<file path="src/rtl/reg_access_arbiter_if.sv">
// Bus bundle between the register-access arbiter, its two requesters and the
// 256x8 register memory. "slave" is the arbiter's view; "master" is the environment's view.
interface reg_access_arbiter_if #(
    parameter int ADDR_W = 10,
    parameter int MEM_AW = 8,
    parameter int DATA_W = 8
);
    logic              spi_req;
    logic              spi_we;
    logic [ADDR_W-1:0] spi_addr;
    logic [DATA_W-1:0] spi_wdata;
    logic              spi_gnt;
    logic              spi_rvalid;
    logic [DATA_W-1:0] spi_rdata;
    logic              spi_err;

    logic              mod_req;
    logic [ADDR_W-1:0] mod_addr;
    logic              mod_gnt;
    logic              mod_rvalid;
    logic [DATA_W-1:0] mod_rdata;
    logic              mod_err;

    logic              mem_en;
    logic              mem_we;
    logic [MEM_AW-1:0] mem_addr;
    logic [DATA_W-1:0] mem_wdata;
    logic [DATA_W-1:0] mem_rdata;

    modport slave (
        input  spi_req, spi_we, spi_addr, spi_wdata,
        output spi_gnt, spi_rvalid, spi_rdata, spi_err,
        input  mod_req, mod_addr,
        output mod_gnt, mod_rvalid, mod_rdata, mod_err,
        output mem_en, mem_we, mem_addr, mem_wdata,
        input  mem_rdata
    );

    modport master (
        output spi_req, spi_we, spi_addr, spi_wdata,
        input  spi_gnt, spi_rvalid, spi_rdata, spi_err,
        output mod_req, mod_addr,
        input  mod_gnt, mod_rvalid, mod_rdata, mod_err,
        input  mem_en, mem_we, mem_addr, mem_wdata,
        output mem_rdata
    );
endinterface

</file>
<file path="src/rtl/reg_access_arbiter.sv">
// Arbitrates the single-port configuration register memory between the SPI slave
// (read/write, normally preferred) and the modulator fetch (read-only, starvation-guarded).
module reg_access_arbiter #(
    parameter int ADDR_W   = 10,
    parameter int MEM_AW   = 8,
    parameter int DATA_W   = 8,
    parameter int MAX_WAIT = 4
) (
    input  logic                 SCLK,
    input  logic                 rst_n,
    reg_access_arbiter_if.slave  bus
);

    typedef enum logic {
        SPI_PRI = 1'b0,
        MOD_PRI = 1'b1
    } pri_e;

    localparam int               WAIT_W   = $clog2(MAX_WAIT + 1);
    localparam logic [WAIT_W-1:0] WAIT_MAX = WAIT_W'(MAX_WAIT);

    pri_e              state_q, state_d;
    logic [WAIT_W-1:0] wait_q, wait_d;

    logic spi_gnt, mod_gnt;
    logic spi_in_range, mod_in_range;

    logic              spi_rv_q, spi_err_q, mod_rv_q, mod_err_q;
    logic [DATA_W-1:0] spi_hold_q, mod_hold_q;
    logic [DATA_W-1:0] spi_rdata, mod_rdata;

    // Grant, priority next-state and memory strobe are one combinational decision.
    // NOTE: every output is given a default first so no path leaves it unassigned (no latch).
    always_comb begin
        spi_gnt      = 1'b0;
        mod_gnt      = 1'b0;
        state_d      = state_q;
        wait_d       = wait_q;
        spi_in_range = (bus.spi_addr[ADDR_W-1:MEM_AW] == '0);
        mod_in_range = (bus.mod_addr[ADDR_W-1:MEM_AW] == '0);

        if (rst_n) begin
            if (bus.spi_req && bus.mod_req) begin
                if (state_q == MOD_PRI) mod_gnt = 1'b1;
                else                    spi_gnt = 1'b1;
            end else begin
                spi_gnt = bus.spi_req;
                mod_gnt = bus.mod_req;
            end
        end

        // A lost datapath cycle ages the request; reaching the limit flips priority for one win.
        if (mod_gnt) begin
            wait_d  = '0;
            state_d = SPI_PRI;
        end else if (bus.mod_req) begin
            if (wait_q != WAIT_MAX) wait_d = wait_q + 1'b1;
            if (wait_d == WAIT_MAX) state_d = MOD_PRI;
        end

        bus.spi_gnt   = spi_gnt;
        bus.mod_gnt   = mod_gnt;
        bus.mem_en    = (spi_gnt && spi_in_range) || (mod_gnt && mod_in_range);
        bus.mem_we    = spi_gnt && spi_in_range && bus.spi_we;
        bus.mem_addr  = mod_gnt ? bus.mod_addr[MEM_AW-1:0] : bus.spi_addr[MEM_AW-1:0];
        bus.mem_wdata = bus.spi_wdata;
    end

    // NOTE: sequential state uses non-blocking assignments so all flops sample the same cycle.
    always_ff @(posedge SCLK or negedge rst_n) begin
        if (!rst_n) begin
            state_q <= SPI_PRI;
            wait_q  <= '0;
        end else begin
            state_q <= state_d;
            wait_q  <= wait_d;
        end
    end

    // Response pipeline: one cycle behind the grant, matching the synchronous memory read.
    always_ff @(posedge SCLK or negedge rst_n) begin
        if (!rst_n) begin
            spi_rv_q   <= 1'b0;
            spi_err_q  <= 1'b0;
            mod_rv_q   <= 1'b0;
            mod_err_q  <= 1'b0;
            spi_hold_q <= '0;
            mod_hold_q <= '0;
        end else begin
            spi_rv_q  <= spi_gnt && !bus.spi_we;
            spi_err_q <= spi_gnt && !spi_in_range;
            mod_rv_q  <= mod_gnt;
            mod_err_q <= mod_gnt && !mod_in_range;
            if (spi_rv_q) spi_hold_q <= spi_rdata;
            if (mod_rv_q) mod_hold_q <= mod_rdata;
        end
    end

    // Out-of-range reads never touched the memory, so they return zero instead of stale data.
    always_comb begin
        spi_rdata = spi_hold_q;
        mod_rdata = mod_hold_q;
        if (spi_rv_q) spi_rdata = spi_err_q ? '0 : bus.mem_rdata;
        if (mod_rv_q) mod_rdata = mod_err_q ? '0 : bus.mem_rdata;

        bus.spi_rvalid = spi_rv_q;
        bus.spi_err    = spi_err_q;
        bus.spi_rdata  = spi_rdata;
        bus.mod_rvalid = mod_rv_q;
        bus.mod_err    = mod_err_q;
        bus.mod_rdata  = mod_rdata;
    end

endmodule

</file>
<file path="src/flat_wrapper.sv">
// flat-port wrapper written by rule: the top's interface ports become plain ports
module reg_access_arbiter_flat 
#(
    parameter int ADDR_W   = 10,
    parameter int MEM_AW   = 8,
    parameter int DATA_W   = 8,
    parameter int MAX_WAIT = 4
)
  (SCLK, rst_n, bus_spi_req, bus_spi_we, bus_spi_addr, bus_spi_wdata, bus_spi_gnt, bus_spi_rvalid, bus_spi_rdata, bus_spi_err, bus_mod_req, bus_mod_addr, bus_mod_gnt, bus_mod_rvalid, bus_mod_rdata, bus_mod_err, bus_mem_en, bus_mem_we, bus_mem_addr, bus_mem_wdata, bus_mem_rdata);
  reg_access_arbiter_if #(.ADDR_W(ADDR_W), .MEM_AW(MEM_AW), .DATA_W(DATA_W)) bus_i ();
  input  logic SCLK;
  input  logic rst_n;
  input wire logic [$bits(bus_i.spi_req)-1:0] bus_spi_req;
  input wire logic [$bits(bus_i.spi_we)-1:0] bus_spi_we;
  input wire logic [$bits(bus_i.spi_addr)-1:0] bus_spi_addr;
  input wire logic [$bits(bus_i.spi_wdata)-1:0] bus_spi_wdata;
  output wire logic [$bits(bus_i.spi_gnt)-1:0] bus_spi_gnt;
  output wire logic [$bits(bus_i.spi_rvalid)-1:0] bus_spi_rvalid;
  output wire logic [$bits(bus_i.spi_rdata)-1:0] bus_spi_rdata;
  output wire logic [$bits(bus_i.spi_err)-1:0] bus_spi_err;
  input wire logic [$bits(bus_i.mod_req)-1:0] bus_mod_req;
  input wire logic [$bits(bus_i.mod_addr)-1:0] bus_mod_addr;
  output wire logic [$bits(bus_i.mod_gnt)-1:0] bus_mod_gnt;
  output wire logic [$bits(bus_i.mod_rvalid)-1:0] bus_mod_rvalid;
  output wire logic [$bits(bus_i.mod_rdata)-1:0] bus_mod_rdata;
  output wire logic [$bits(bus_i.mod_err)-1:0] bus_mod_err;
  output wire logic [$bits(bus_i.mem_en)-1:0] bus_mem_en;
  output wire logic [$bits(bus_i.mem_we)-1:0] bus_mem_we;
  output wire logic [$bits(bus_i.mem_addr)-1:0] bus_mem_addr;
  output wire logic [$bits(bus_i.mem_wdata)-1:0] bus_mem_wdata;
  input wire logic [$bits(bus_i.mem_rdata)-1:0] bus_mem_rdata;
  assign bus_i.spi_req = bus_spi_req;
  assign bus_i.spi_we = bus_spi_we;
  assign bus_i.spi_addr = bus_spi_addr;
  assign bus_i.spi_wdata = bus_spi_wdata;
  assign bus_spi_gnt = bus_i.spi_gnt;
  assign bus_spi_rvalid = bus_i.spi_rvalid;
  assign bus_spi_rdata = bus_i.spi_rdata;
  assign bus_spi_err = bus_i.spi_err;
  assign bus_i.mod_req = bus_mod_req;
  assign bus_i.mod_addr = bus_mod_addr;
  assign bus_mod_gnt = bus_i.mod_gnt;
  assign bus_mod_rvalid = bus_i.mod_rvalid;
  assign bus_mod_rdata = bus_i.mod_rdata;
  assign bus_mod_err = bus_i.mod_err;
  assign bus_mem_en = bus_i.mem_en;
  assign bus_mem_we = bus_i.mem_we;
  assign bus_mem_addr = bus_i.mem_addr;
  assign bus_mem_wdata = bus_i.mem_wdata;
  assign bus_i.mem_rdata = bus_mem_rdata;
  reg_access_arbiter #(.ADDR_W(ADDR_W), .MEM_AW(MEM_AW), .DATA_W(DATA_W), .MAX_WAIT(MAX_WAIT)) u_core (.SCLK(SCLK), .rst_n(rst_n), .bus(bus_i));
endmodule
</file>
<file path="config.mk">
export PLATFORM = sky130hd
export DESIGN_NAME = reg_access_arbiter_flat
export DESIGN_NICKNAME = d
export VERILOG_FILES = /design/src/rtl/reg_access_arbiter_if.sv /design/src/rtl/reg_access_arbiter.sv /design/src/flat_wrapper.sv
export SDC_FILE = /design/constraint.sdc
export NUM_CORES = 1
export LEC_CHECK = 0
export CORE_AREA = 2 2 64 66
export DETAILED_ROUTE_END_ITERATION = 8
export DIE_AREA = 0 0 66 68
export PLACE_DENSITY = 0.76
export SLEW_MARGIN = 20
export SYNTH_ARGS = -nofsm -noshare
export SYNTH_HDL_FRONTEND = slang
export SYNTH_SLANG_ARGS = --single-unit
</file>
<file path="constraint.sdc">
create_clock -name SCLK -period 1.8 [get_ports SCLK]
set_clock_uncertainty 0.05 [all_clocks]
set_input_delay 0.36 -clock SCLK [delete_from_list [all_inputs] [get_ports SCLK]]
set_output_delay 0.36 -clock SCLK [all_outputs]
set_load 0.03 [all_outputs]
</file>
Word-level counts from Yosys, hierarchy flattened
Index checks and enable logic that the tools add are counted.
Storage, ports and cells
  register bits: 24
  input bits: 41
  output and inout bits: 40
  word-level logic and storage cells: 46
Operators by class
  add/subtract/negate cells: 1
  equal/unequal tests: 2
  multiplexer cells: 19
  reduce and logical (&&, ||, !) cells: 16
Operators by type and width (number)
  8-bit two-way mux: 5
  3-bit two-way mux: 5
  1-bit two-way mux: 9
  1-bit logical AND: 7
  2-bit zero test: 2
  2-bit nonzero test: 2
  3-bit by 1-bit adder with 3-bit output (second input constant): 1
  3-bit equality test (second input constant): 1
  1-bit zero test: 3
  3-bit != test (second input constant): 1
  2-bit AND reduction: 1
  1-bit logical OR: 1

Longest topological paths before layout
Gate-level depths: netlist of run 1.
  word-level depth: 8
  mapped depth: 5
  depth with buffers taken out: 5

Worst setup path before layout of run 1
No wires, ideal clock.
  path kind: input to output
  from: in bus_spi_req
  to: out bus_mem_en
  arrival: 1.622 ns
  data required time: 1.390 ns
  slack: -0.232 ns
  stages: 4
  buffers on the path: 1
  cell sequence: nor2b_2 -> nand3b_4 -> buf_6 -> o32ai_1
On the way
  word-level cells in the longest chain between the ends: 5
  elaborated cells between the ends (all ways): 8
  those cells by class: mux (4); reduce/logical (4)
RTL lines
  start, declared: RTL line flat_wrapper.sv:13  | input wire logic [$bits(bus_i.spi_req)-1:0] bus_spi_req;
  1-bit logical AND: RTL line reg_access_arbiter.sv:43  | if (bus.spi_req && bus.mod_req) begin
  1-bit two-way mux: RTL line reg_access_arbiter.sv:43
  1-bit two-way mux: RTL line reg_access_arbiter.sv:42  | if (rst_n) begin
  1-bit logical AND: RTL line reg_access_arbiter.sv:63  | bus.mem_en = (spi_gnt && spi_in_range) || (mod_gnt && mod_in_range);
  1-bit logical OR *: RTL line reg_access_arbiter.sv:63
  end, declared: RTL line flat_wrapper.sv:27  | output wire logic [$bits(bus_i.mem_en)-1:0] bus_mem_en;
Every way passes the cells marked *; elsewhere a longest branch is shown, timed or not.

Worst setup path in the final report of run 1
  from: reg u_core.state_q
  to: out bus_mem_addr[0]
On the way
  word-level cells in the longest chain between the ends: 4
RTL lines
  start, declared: RTL line reg_access_arbiter.sv:22  | pri_e state_q, state_d;
  start signal, assigned: RTL line reg_access_arbiter.sv:75  | state_q <= state_d;
  1-bit two-way mux: RTL line reg_access_arbiter.sv:44  | if (state_q == MOD_PRI) mod_gnt = 1'b1;
  1-bit two-way mux: RTL line reg_access_arbiter.sv:43
  1-bit two-way mux: RTL line reg_access_arbiter.sv:42
  8-bit two-way mux: RTL line reg_access_arbiter.sv:65  | bus.mem_addr = mod_gnt ? bus.mod_addr[MEM_AW-1:0] : bus.spi_addr[MEM_AW-1:0];
  end, declared: RTL line flat_wrapper.sv:29  | output wire logic [$bits(bus_i.mem_addr)-1:0] bus_mem_addr;
Every way passes these cells.

==> impl_metrics.json, run 1 <==
{
  "synth_edf_count": 0,
  "startpoint_type": "flop",
  "syn-num-nets": 191,
  "crit_family": "flip-flops",
  "relSlewSlack": 0.799,
  "criticalPathCategory": "flop to primary output",
  "swShare": 0.379,
  "cts_tree": "built",
  "path_max_fanout": 4,
  "final_core_utilization": 0.588,
  "via_count": 1253,
  "cp_data_required_time_ns": 1.39,
  "grt_first_pass_wirelength_microns": 4950,
  "yosysSeqAreaShare": 0.442,
  "status": "complete, but fails checks",
  "cap_violations": 0,
  "hpwlAfterDp_microns": 2530,
  "area_delta_synth_final_pct": 66.9,
  "fmax_ghz": 0.513,
  "drv_slew": 0,
  "design_area_sq_um": 2270,
  "p_leak_uw": 0.00111,
  "drc": 0,
  "hold_buffers": 0,
  "dr.pass1.iters": 4,
  "crit_path_top_delay_cell": "dfrtp_1",
  "worstPathArrival_ns": 1.54,
  "clock_power_share": 0.155,
  "first_iter_violations": 54,
  "ios": 81,
  "routed_wl_microns": 3220,
  "num-fill-cells": 342,
  "worstSkewPairLatency_ns": 0.26,
  "dominantRegCellSynth": "dfrtp_1",
  "root_buffer": "clkbuf_8",
  "min_period_ns": 1.95,
  "netlist_instances": 148,
  "dpl_cell_area_sq_um": 1990,
  "crit_start": "u_core.state_q$_DFFE_PN0P_",
  "die_x_microns": 66,
  "core.rowCount": 23,
  "violations": "negative setup slack",
  "synth_top_area_cell": "dfrtp_1",
  "p_comb_frac": 0.517,
  "ys_types": 27,
  "r2r-start": "u_core.wait_q[0]$_DFFE_PN0P_",
  "cts_buffers": 3,
  "switching_power_uw": 864,
  "clk_pin_slew_worst_paths_ns": 0.08,
  "tightest_slew_ns": 0.300,
  "pre_cts_slack_ns": -0.733,
  "viasPerCell": 4.68,
  "ir_drop_mv": 0.478,
  "dp_cells": 257,
  "htree_levels": 1,
  "max_stage_delay_ns": 0.42,
  "regToRegSetupSlack_ns": 0.20,
  "grt_pass1_vias": 1185,
  "grt_max_degree": 26,
  "stdcell_count": 268,
  "final_layout_size_suffix_gt1_frac": 0.362,
  "clk_path_buf_depth": 2,
  "cp_common_cell": "buf_6",
  "yosysWarnings": 0,
  "synth.cell_area_sq_um": 1360,
  "synthTopCellsByArea": "dfrtp_1 (44%), o21ai_0 (13%), inv_1 (6.6%), mux2_4 (6.6%), nand3b_1 (5.5%)",
  "setup_ws_ns": -0.149,
  "hold_path_class": "primary input to asynchronous set/reset pin",
  "power_density_nw_per_um2": 1010,
  "grt_overflow": 0,
  "whs_ns": 0.155,
  "numPortBuffers": 64,
  "ys_ff_latch": 24,
  "async_reset_ff_frac": 1.00,
  "yosysMostFrequentCell": "o21ai_0",
  "core_sq_um": 3860,
  "synth.top_cells.by_count": "o21ai_0 (34), dfrtp_1 (24), inv_1 (24)",
  "layout.nets": 262,
  "syn_area_per_cell_sq_um": 9.18,
  "drtAntennaViolNets": 0,
  "start_util": 0.352,
  "rsz0062_at_grt": "true",
  "setup_viol_count_final": 11,
  "antenna_found_initial": 0,
  "gp_congestion": 0.718,
  "grt_usage": 0.142,
  "worstPathCellList": "nor2b_4, nand3b_4, buf_6, mux2_4, buf_6",
  "seq_power_share": 0.329,
  "min_period_over_period": 1.08,
  "n_antenna_cell": 0,
  "chipHeight_microns": 68,
  "netlist.area_leader.share": 0.442,
  "critPathCaptureType": "primary output",
  "wl_per_cell_microns": 12.0,
  "cts_sinks": 24,
  "crit_buf_inv": 2,
  "hold_viol": 0,
  "fp.dieArea_sq_um": 4490,
  "p_int_uw": 1420
}
## metal layers
layer	global-route usage	wire (microns)
met5	0	0
met4	0.0434	36
met3	0.0362	253
met2	0.244	1580
met1	0.177	1340
## power groups by stage
stage	Clock [uW]	Sequential (uW)	Combinational, uW
4_1_cts	362	751	1130
3_5_place_dp	0	761	1050
2_1_floorplan	0	761	672
6_report	353	750	1180
5_1_grt	388	765	1280
3_3_place_gp	0	754	1030
## flip-flops by register name, indices dropped and copies added (netlist names)
register	count
u_core.spi_hold_q	8
u_core.bus.mod_rvalid	1
u_core.mod_hold_q	8
u_core.bus.spi_err	1
u_core.bus.spi_rvalid	1
u_core.wait_q	3
u_core.bus.mod_err	1
u_core.state_q	1
## logic make-up after synthesis
kind of cell | Yosys count | share of synthesized area
DFF | 24 | 0.442
adders and majority gates | 2 | 0.0184
and+or+nand+nor | 32 | 0.142
buffers and inverters | 38 | 0.134
AOI/OAI and AO/OA | 43 | 0.174
muxes | 9 | 0.0902
## worst paths after layout
kind	to	cells after the start
setup / recovery	bus_mem_addr[0]	5
hold / removal	u_core.wait_q[1]$_DFFE_PN0P_	2
setup reg to reg	u_core.state_q$_DFFE_PN0P_	5
hold reg to reg	u_core.spi_hold_q[7]$_DFFE_PN0P_	2
max in group asynchronous	u_core.mod_hold_q[4]$_DFFE_PN0P_	2
min in group SCLK	u_core.spi_hold_q[7]$_DFFE_PN0P_	2
## layout by cell type (no fill, tap or decap)
master	count
o2111ai_1	2
o21ai_2	7
a21oi_1	3
buf_4	26
o21ai_1	8
nand3b_4	1
o21ai_0	19
mux2i_1	1
buf_12	3
nor2b_4	1
inv_2	1
nand2_2	7
nor3_2	1
dfrtp_1	24
clkdlybuf4s15_1	1
buf_6	15
nand3_2	1
a21o_1	1
nand2b_1	1
nand3b_1	10
o32ai_2	1
bufbuf_16	1
inv_1	23
or3b_1	1
dlygate4sd2_1	1
and2b_4	1
nand2_1	2
clkdlybuf4s15_2	1
clkbuf_8	4
nor2_1	6
mux2_4	8
o211ai_1	1
clkdlybuf4s50_1	32
o311a_1	1
ha_1	2
## repair_timing
action                     CTS  global route
pin swaps                    3             1
cloned                       1             0
gates resized for setup     64            24
setup buffers                5             1
hold endpoints to repair     0             0
setup endpoints to repair   18            19
## metrics by stage
stage,total power [uW],setup TNS [ns]
after detailed placement,1810,-7.88
after global routing,2440,-2.02
after floorplan,1430,-1.33
after CTS,2240,-1.34
after global placement,1790,-7.35
final,2280,-1.21
## worst reg2reg max path: stages, from the launching register on
cell	delay, ns
dfrtp_1	0.40
inv_1	0.11
ha_1	0.25
or3b_1	0.38
a21oi_1	0.18
o311a_1	0.18
## final cells by class
cell class              instances  area (sq um)  share of cell area
multi-input cells              86           653               0.288
well taps                      50          62.6              0.0276
inverters                      24          90.1              0.0397
flip-flops and latches         24           601               0.265
repair buffers                 80           807               0.356
clock buffers                   4          55.1              0.0243
(Power assumes the default switching activity.)
==> inputs of run 2 (changes only) <==
--- a/config.mk
+++ b/config.mk
@@ -5,10 +5,10 @@
 export SDC_FILE = /design/constraint.sdc
 export NUM_CORES = 1
 export LEC_CHECK = 0
-export CORE_AREA = 2 2 64 66
+export CORE_AREA = 2 2 67 69
 export DETAILED_ROUTE_END_ITERATION = 8
-export DIE_AREA = 0 0 66 68
-export PLACE_DENSITY = 0.76
+export DIE_AREA = 0 0 69 71
+export PLACE_DENSITY = 0.73
 export SLEW_MARGIN = 20
 export SYNTH_ARGS = -nofsm -noshare
 export SYNTH_HDL_FRONTEND = slang
==> constraint.sdc (replaced) <==
create_clock -name SCLK -period 1.6 [get_ports SCLK]
set_clock_uncertainty 0.05 [all_clocks]
set_input_delay 0.32 -clock SCLK [delete_from_list [all_inputs] [get_ports SCLK]]
set_output_delay 0.32 -clock SCLK [all_outputs]
set_load 0.03 [all_outputs]
==> impl_metrics.json, run 2 (synthesis gave the netlist of run 1 again) <==
{
  "status": "complete, but fails checks",
  "violations": "negative setup slack",
  "cp_data_required_time_ns": 1.23,
  "tightest_slew_ns": 0.302,
  "clock_power_share": 0.150,
  "drt-met1-wl_microns": 1430,
  "area_delta_synth_final_pct": 79.1,
  "met2_length_microns": 1780,
  "routed_wl_microns": 3480,
  "hold_buffers": 0,
  "first_iter_violations": 71,
  "drtAntennaViolNets": 0,
  "min_period_over_period": 1.21,
  "root_buffer": "clkbuf_8",
  "clk_path_buf_depth": 2,
  "path_max_fanout": 7,
  "dpl_cell_area_sq_um": 2080,
  "design_area_sq_um": 2430,
  "grt_max_degree": 27,
  "relSlewSlack": 0.800,
  "die_x_microns": 69,
  "whs_ns": 0.173,
  "drv_slew": 0,
  "rsz0062_at_grt": "true",
  "cts_tree": "built",
  "dp_cells": 263,
  "ff_latch_area_sq_um": 602,
  "start_util": 0.323,
  "startpoint_type": "flop",
  "seq_power_share": 0.314,
  "gp_congestion": 0.719,
  "viasPerCell": 4.64,
  "multiInputGateArea_sq_um": 703,
  "hpwlAfterDp_microns": 2510,
  "core.rowCount": 24,
  "cts_buffers": 3,
  "drc": 0,
  "switching_power_uw": 1030,
  "hold_viol": 0,
  "swShare": 0.382,
  "hold_path_class": "primary input to asynchronous set/reset pin",
  "cap_violations": 0,
  "grt_first_pass_wirelength_microns": 5720,
  "num-fill-cells": 403,
  "worstSkewPairLatency_ns": 0.26,
  "biggestRegsByFlops": "u_core.mod_hold_q: 8 flops, u_core.spi_hold_q: 8 flops, u_core.wait_q: 3 flops",
  "grt_pass1_vias": 1320,
  "power_density_nw_per_um2": 1110,
  "worstPathArrival_ns": 1.57,
  "ios": 81,
  "core_sq_um": 4200,
  "critPathCaptureType": "primary output",
  "grt_usage": 0.142,
  "wl_per_cell_microns": 12.1,
  "numPortBuffers": 64,
  "layout.nets": 279,
  "criticalPathCategory": "flop to primary output",
  "via_count": 1332,
  "ir_drop_mv": 0.446,
  "antenna_found_initial": 0,
  "final_cell_mix": "buf_4 (37), clkdlybuf4s50_1 (27), buf_6 (23), dfrtp_1 (23), inv_1 (21)",
  "stdcell_count": 287,
  "setup_viol_count_final": 24,
  "final_common_cell": "buf_4",
  "p_comb_frac": 0.536,
  "setup_ws_ns": -0.344,
  "chipHeight_microns": 71,
  "fp.dieArea_sq_um": 4900,
  "min_period_ns": 1.94,
  "p_leak_uw": 0.00123,
  "p_total_uw": 2710,
  "top_layer": "met4",
  "pre_cts_slack_ns": -0.890,
  "clk_pin_slew_worst_paths_ns": 0.09,
  "final_layout_size_suffix_gt1_frac": 0.430,
  "cts_sinks": 24,
  "n_antenna_cell": 0,
  "fmax_ghz": 0.514,
  "route.met3.wl_microns": 259,
  "dr.pass1.iters": 4,
  "grt_overflow": 0,
  "p_int_uw": 1680,
  "htree_levels": 1
}
-- run 2: cell types whose count changed in the layout (fill, tap and decap cells not counted), moves of 3 or more --
cell             delta
buf_4              +11
buf_6               +8
clkdlybuf4s50_1     -5
dlygate4sd2_1       +4
nand2_2             -4
nand2_4             +4
o21ai_4             +3
-- run 2: area by class of cell --
type,count,area share
Timing Repair Buffer,97,0.376
Tap cell,52,0.0267
Sequential cell,24,0.247
Multi-Input combinational cell,86,0.289
Inverter,24,0.0380
Clock buffer,4,0.0226
-- run 2: worst max-delay path, stage by stage, from the launching register on --
cell,delay (ns)
dfrtp_1,0.43
nor2b_4,0.12
nand3b_4,0.18
buf_6,0.14
mux2_4,0.30
buf_6,0.14
-- run 2: what timing repair did --
action	in CTS	in global routing
endpoints found under the setup margin	34	29
pin swaps	10	5
setup buffers	10	11
resized for setup	90	10
-- run 2: through the flow --
stage	TNS [ns]	utilization
after floorplan	-2.08	-
after global placement	-9.53	0.494
after detailed placement	-10.21	0.494
after CTS	-3.84	0.553
after global routing	-5.43	0.579
final	-3.85	0.579
-- run 2: final timing paths --
kind / end / slack [ns] / start / cells past startpoint
worst max-delay path: bus_mem_addr[0] / -0.34 / u_core.state_q$_DFFE_PN0P_ / 5
worst min-delay path: u_core.spi_hold_q[6]$_DFFE_PN0P_ / 0.17 / rst_n / 2
worst max register to register: u_core.state_q$_DFFE_PN0P_ / 0.06 / u_core.wait_q[0]$_DFFE_PN0P_ / 5
worst min register to register: u_core.spi_hold_q[4]$_DFFE_PN0P_ / 0.48 / u_core.spi_hold_q[4]$_DFFE_PN0P_ / 2
max in group asynchronous: u_core.bus.spi_rvalid$_DFF_PN0_ / 1.14 / rst_n / 2
min in group SCLK: u_core.mod_hold_q[1]$_DFFE_PN0P_ / 0.44 / bus_mem_rdata[1] / 4
-- run 2: power by group through the flow --
stage	registers (uW)	clock network, uW	logic (uW)
after floorplan	857	0	816
after global placement	857	0	1240
after detailed placement	865	0	1260
after CTS	850	412	1400
after global routing	865	442	1570
final	850	407	1450
-- run 2: layer usage --
metal | vias up | global-route usage
li1 | 660 | -
met1 | 614 | 0.167
met2 | 56 | 0.254
met3 | 2 | 0.0456
met4 | 0 | 0.0349
met5 | - | 0
==> inputs of run 3 (changes only) <==
--- a/config.mk
+++ b/config.mk
@@ -6,6 +6,7 @@
 export NUM_CORES = 1
 export LEC_CHECK = 0
 export CORE_AREA = 2 2 67 69
+export CTS_BUF_LIST = sky130_fd_sc_hd__clkbuf_16
 export DETAILED_ROUTE_END_ITERATION = 8
 export DIE_AREA = 0 0 69 71
 export PLACE_DENSITY = 0.73
==> impl_metrics.json, run 3 (synthesis gave the netlist of run 1 again) <==
{
  "numPortBuffers": 64,
  "core_sq_um": 4200,
  "n_antenna_cell": 0,
  "final_core_utilization": 0.581,
  "setup.worst_path.end": "bus_mem_addr[1]",
  "final_layout_size_suffix_gt1_frac": 0.413,
  "via_count": 1319,
  "worstSkewPairLatency_ns": 0.25,
  "grt_overflow": 0,
  "worstPathCellList": "nor2b_4, nand3b_4, buf_12, mux2_4, buf_6",
  "min_period_ns": 1.90,
  "area_delta_synth_final_pct": 79.7,
  "start_util": 0.323,
  "path_max_fanout": 6,
  "fmax_ghz": 0.525,
  "drc": 0,
  "cts_sinks": 24,
  "biggestRegsByFlops": "u_core.mod_hold_q: 8 flops, u_core.spi_hold_q: 8 flops, u_core.wait_q: 3 flops",
  "grt_pass1_vias": 1329,
  "relSlewSlack": 0.799,
  "status": "complete, but fails checks",
  "wl_per_cell_microns": 12.2,
  "setup_ws_ns": -0.304,
  "ios": 81,
  "crit_start": "u_core.state_q$_DFFE_PN0P_",
  "grt_first_pass_wirelength_microns": 5660,
  "cts_tree": "built",
  "num-fill-cells": 396,
  "r2r_end": "u_core.state_q$_DFFE_PN0P_",
  "clk_path_buf_depth": 2,
  "chipHeight_microns": 71,
  "violations": "negative setup slack",
  "first_iter_violations": 70,
  "r2r_cells": 5,
  "setup_viol_count_final": 21,
  "power_density_nw_per_um2": 1160,
  "ir_drop_mv": 0.489,
  "r2r-start": "u_core.wait_q[0]$_DFFE_PN0P_",
  "tightest_slew_ns": 0.303,
  "dr.pass1.iters": 4,
  "hold_path_class": "primary input to asynchronous set/reset pin",
  "drtAntennaViolNets": 0,
  "crit_family": "flip-flops",
  "grt_max_degree": 27,
  "cts_buffers": 3,
  "antenna_found_initial": 0,
  "worstPathArrival_ns": 1.53,
  "whs_ns": 0.192,
  "critPathCaptureType": "primary output",
  "gp_congestion": 0.719,
  "clk_pin_slew_worst_paths_ns": 0.06,
  "p_leak_uw": 0.00126,
  "cp.depth": 5,
  "fp.dieArea_sq_um": 4900,
  "die_x_microns": 69,
  "crit_buf_inv": 2,
  "grt_usage": 0.140,
  "criticalPathCategory": "flop to primary output",
  "viasPerCell": 4.68,
  "layout.nets": 274,
  "drv_slew": 0,
  "core.rowCount": 24,
  "final_common_cell": "buf_4",
  "max_stage_delay_ns": 0.42,
  "min_period_over_period": 1.19,
  "crit_path_top_delay_cell": "dfrtp_1",
  "rsz0062_at_grt": "true",
  "startpoint_type": "flop",
  "hpwlAfterDp_microns": 2510,
  "hold_viol": 0,
  "htree_levels": 1,
  "root_buffer": "clkbuf_16",
  "final_cell_mix": "buf_4 (33), clkdlybuf4s50_1 (23), dfrtp_1 (23), inv_1 (21), buf_6 (21)",
  "cap_violations": 0,
  "cp_data_required_time_ns": 1.23,
  "hold_buffers": 0,
  "regToRegSetupSlack_ns": 0.07,
  "routed_wl_microns": 3450
}
run 3: cell types whose count changed in the layout (fill, tap and decap cells not counted), sizes merged:
cell,previous run,this run
clkdlybuf4s15,0,1
clkinv,0,1
clkdlybuf4s50,27,23
buf,63,58
dlygate4sd2,5,4
clkbuf,4,3
dlymetal6s2s,2,6
run 3: worst min path at each step:
stage                                     start                          endpoint  slack, ns  cells past startpoint
2_1_floorplan                             rst_n      u_core.bus.mod_err$_DFF_PN0_      -0.03                      0
3_3_place_gp   u_core.spi_hold_q[3]$_DFFE_PN0P_  u_core.spi_hold_q[3]$_DFFE_PN0P_       0.45                      2
3_5_place_dp   u_core.spi_hold_q[4]$_DFFE_PN0P_  u_core.spi_hold_q[4]$_DFFE_PN0P_       0.46                      2
4_1_cts                                   rst_n        u_core.state_q$_DFFE_PN0P_       0.20                      2
5_1_grt                                   rst_n      u_core.bus.spi_err$_DFF_PN0_       0.22                      2
6_report                                  rst_n      u_core.wait_q[0]$_DFFE_PN0P_       0.19                      2
run 3: metrics by stage:
| stage | setup slack (ns) | power (uW) | setup TNS [ns] | std cells | area [sq um] |
|---|---|---|---|---|---|
| finish | -0.304 | 2820 | -3.40 | 282 | 2440 |
| global route | -0.343 | 2990 | -4.63 | 282 | 2440 |
| CTS | -0.305 | 2780 | -3.23 | 273 | 2330 |
| detailed placement | -0.890 | 2120 | -10.21 | 263 | 2080 |
| global placement | -0.831 | 2100 | -9.53 | 263 | 2080 |
| floorplan | -0.215 | 1670 | -2.08 | 148 | 1430 |
run 3: worst reg2reg max path, delay by kind of cell, from the launching register on:
family	cells	cell delay, ns
AO/OA/AOI/OAI	2	0.33
adder cells (fa/ha/maj)	1	0.21
buffers and inverters	1	0.08
flip-flops	1	0.41
AND/OR/NAND/NOR	1	0.40
run 3: power by group:
group	switching (uW)	internal [uW]
clock network	200	333
registers	81.5	770
logic	762	676
total	1040	1780
run 3: timing repair:
action / 4_1_cts / 5_1_grt
setup buffers: 6 / 9
pin swaps: 10 / 7
setup endpoints to repair: 34 / 29
resized for setup: 85 / 18
run 3: routing by layer:
layer	up-vias	wire length (microns)	global-route usage
met4	0	14	0.0349
met1	610	1360	0.163
met3	2	282	0.0370
li1	649	-	-
met2	58	1800	0.257
met5	-	0	0
run 3: cell type report:
class	instances	area, sq um	share of cell area
Timing Repair Buffer	92	900	0.369
Multi-Input combinational cell	86	703	0.288
Sequential cell	24	602	0.247
Inverter	24	92.6	0.0379
Clock buffer	3	75.1	0.0308
Tap cell	52	65.1	0.0267
Clock inverter	1	3.75	0.00154
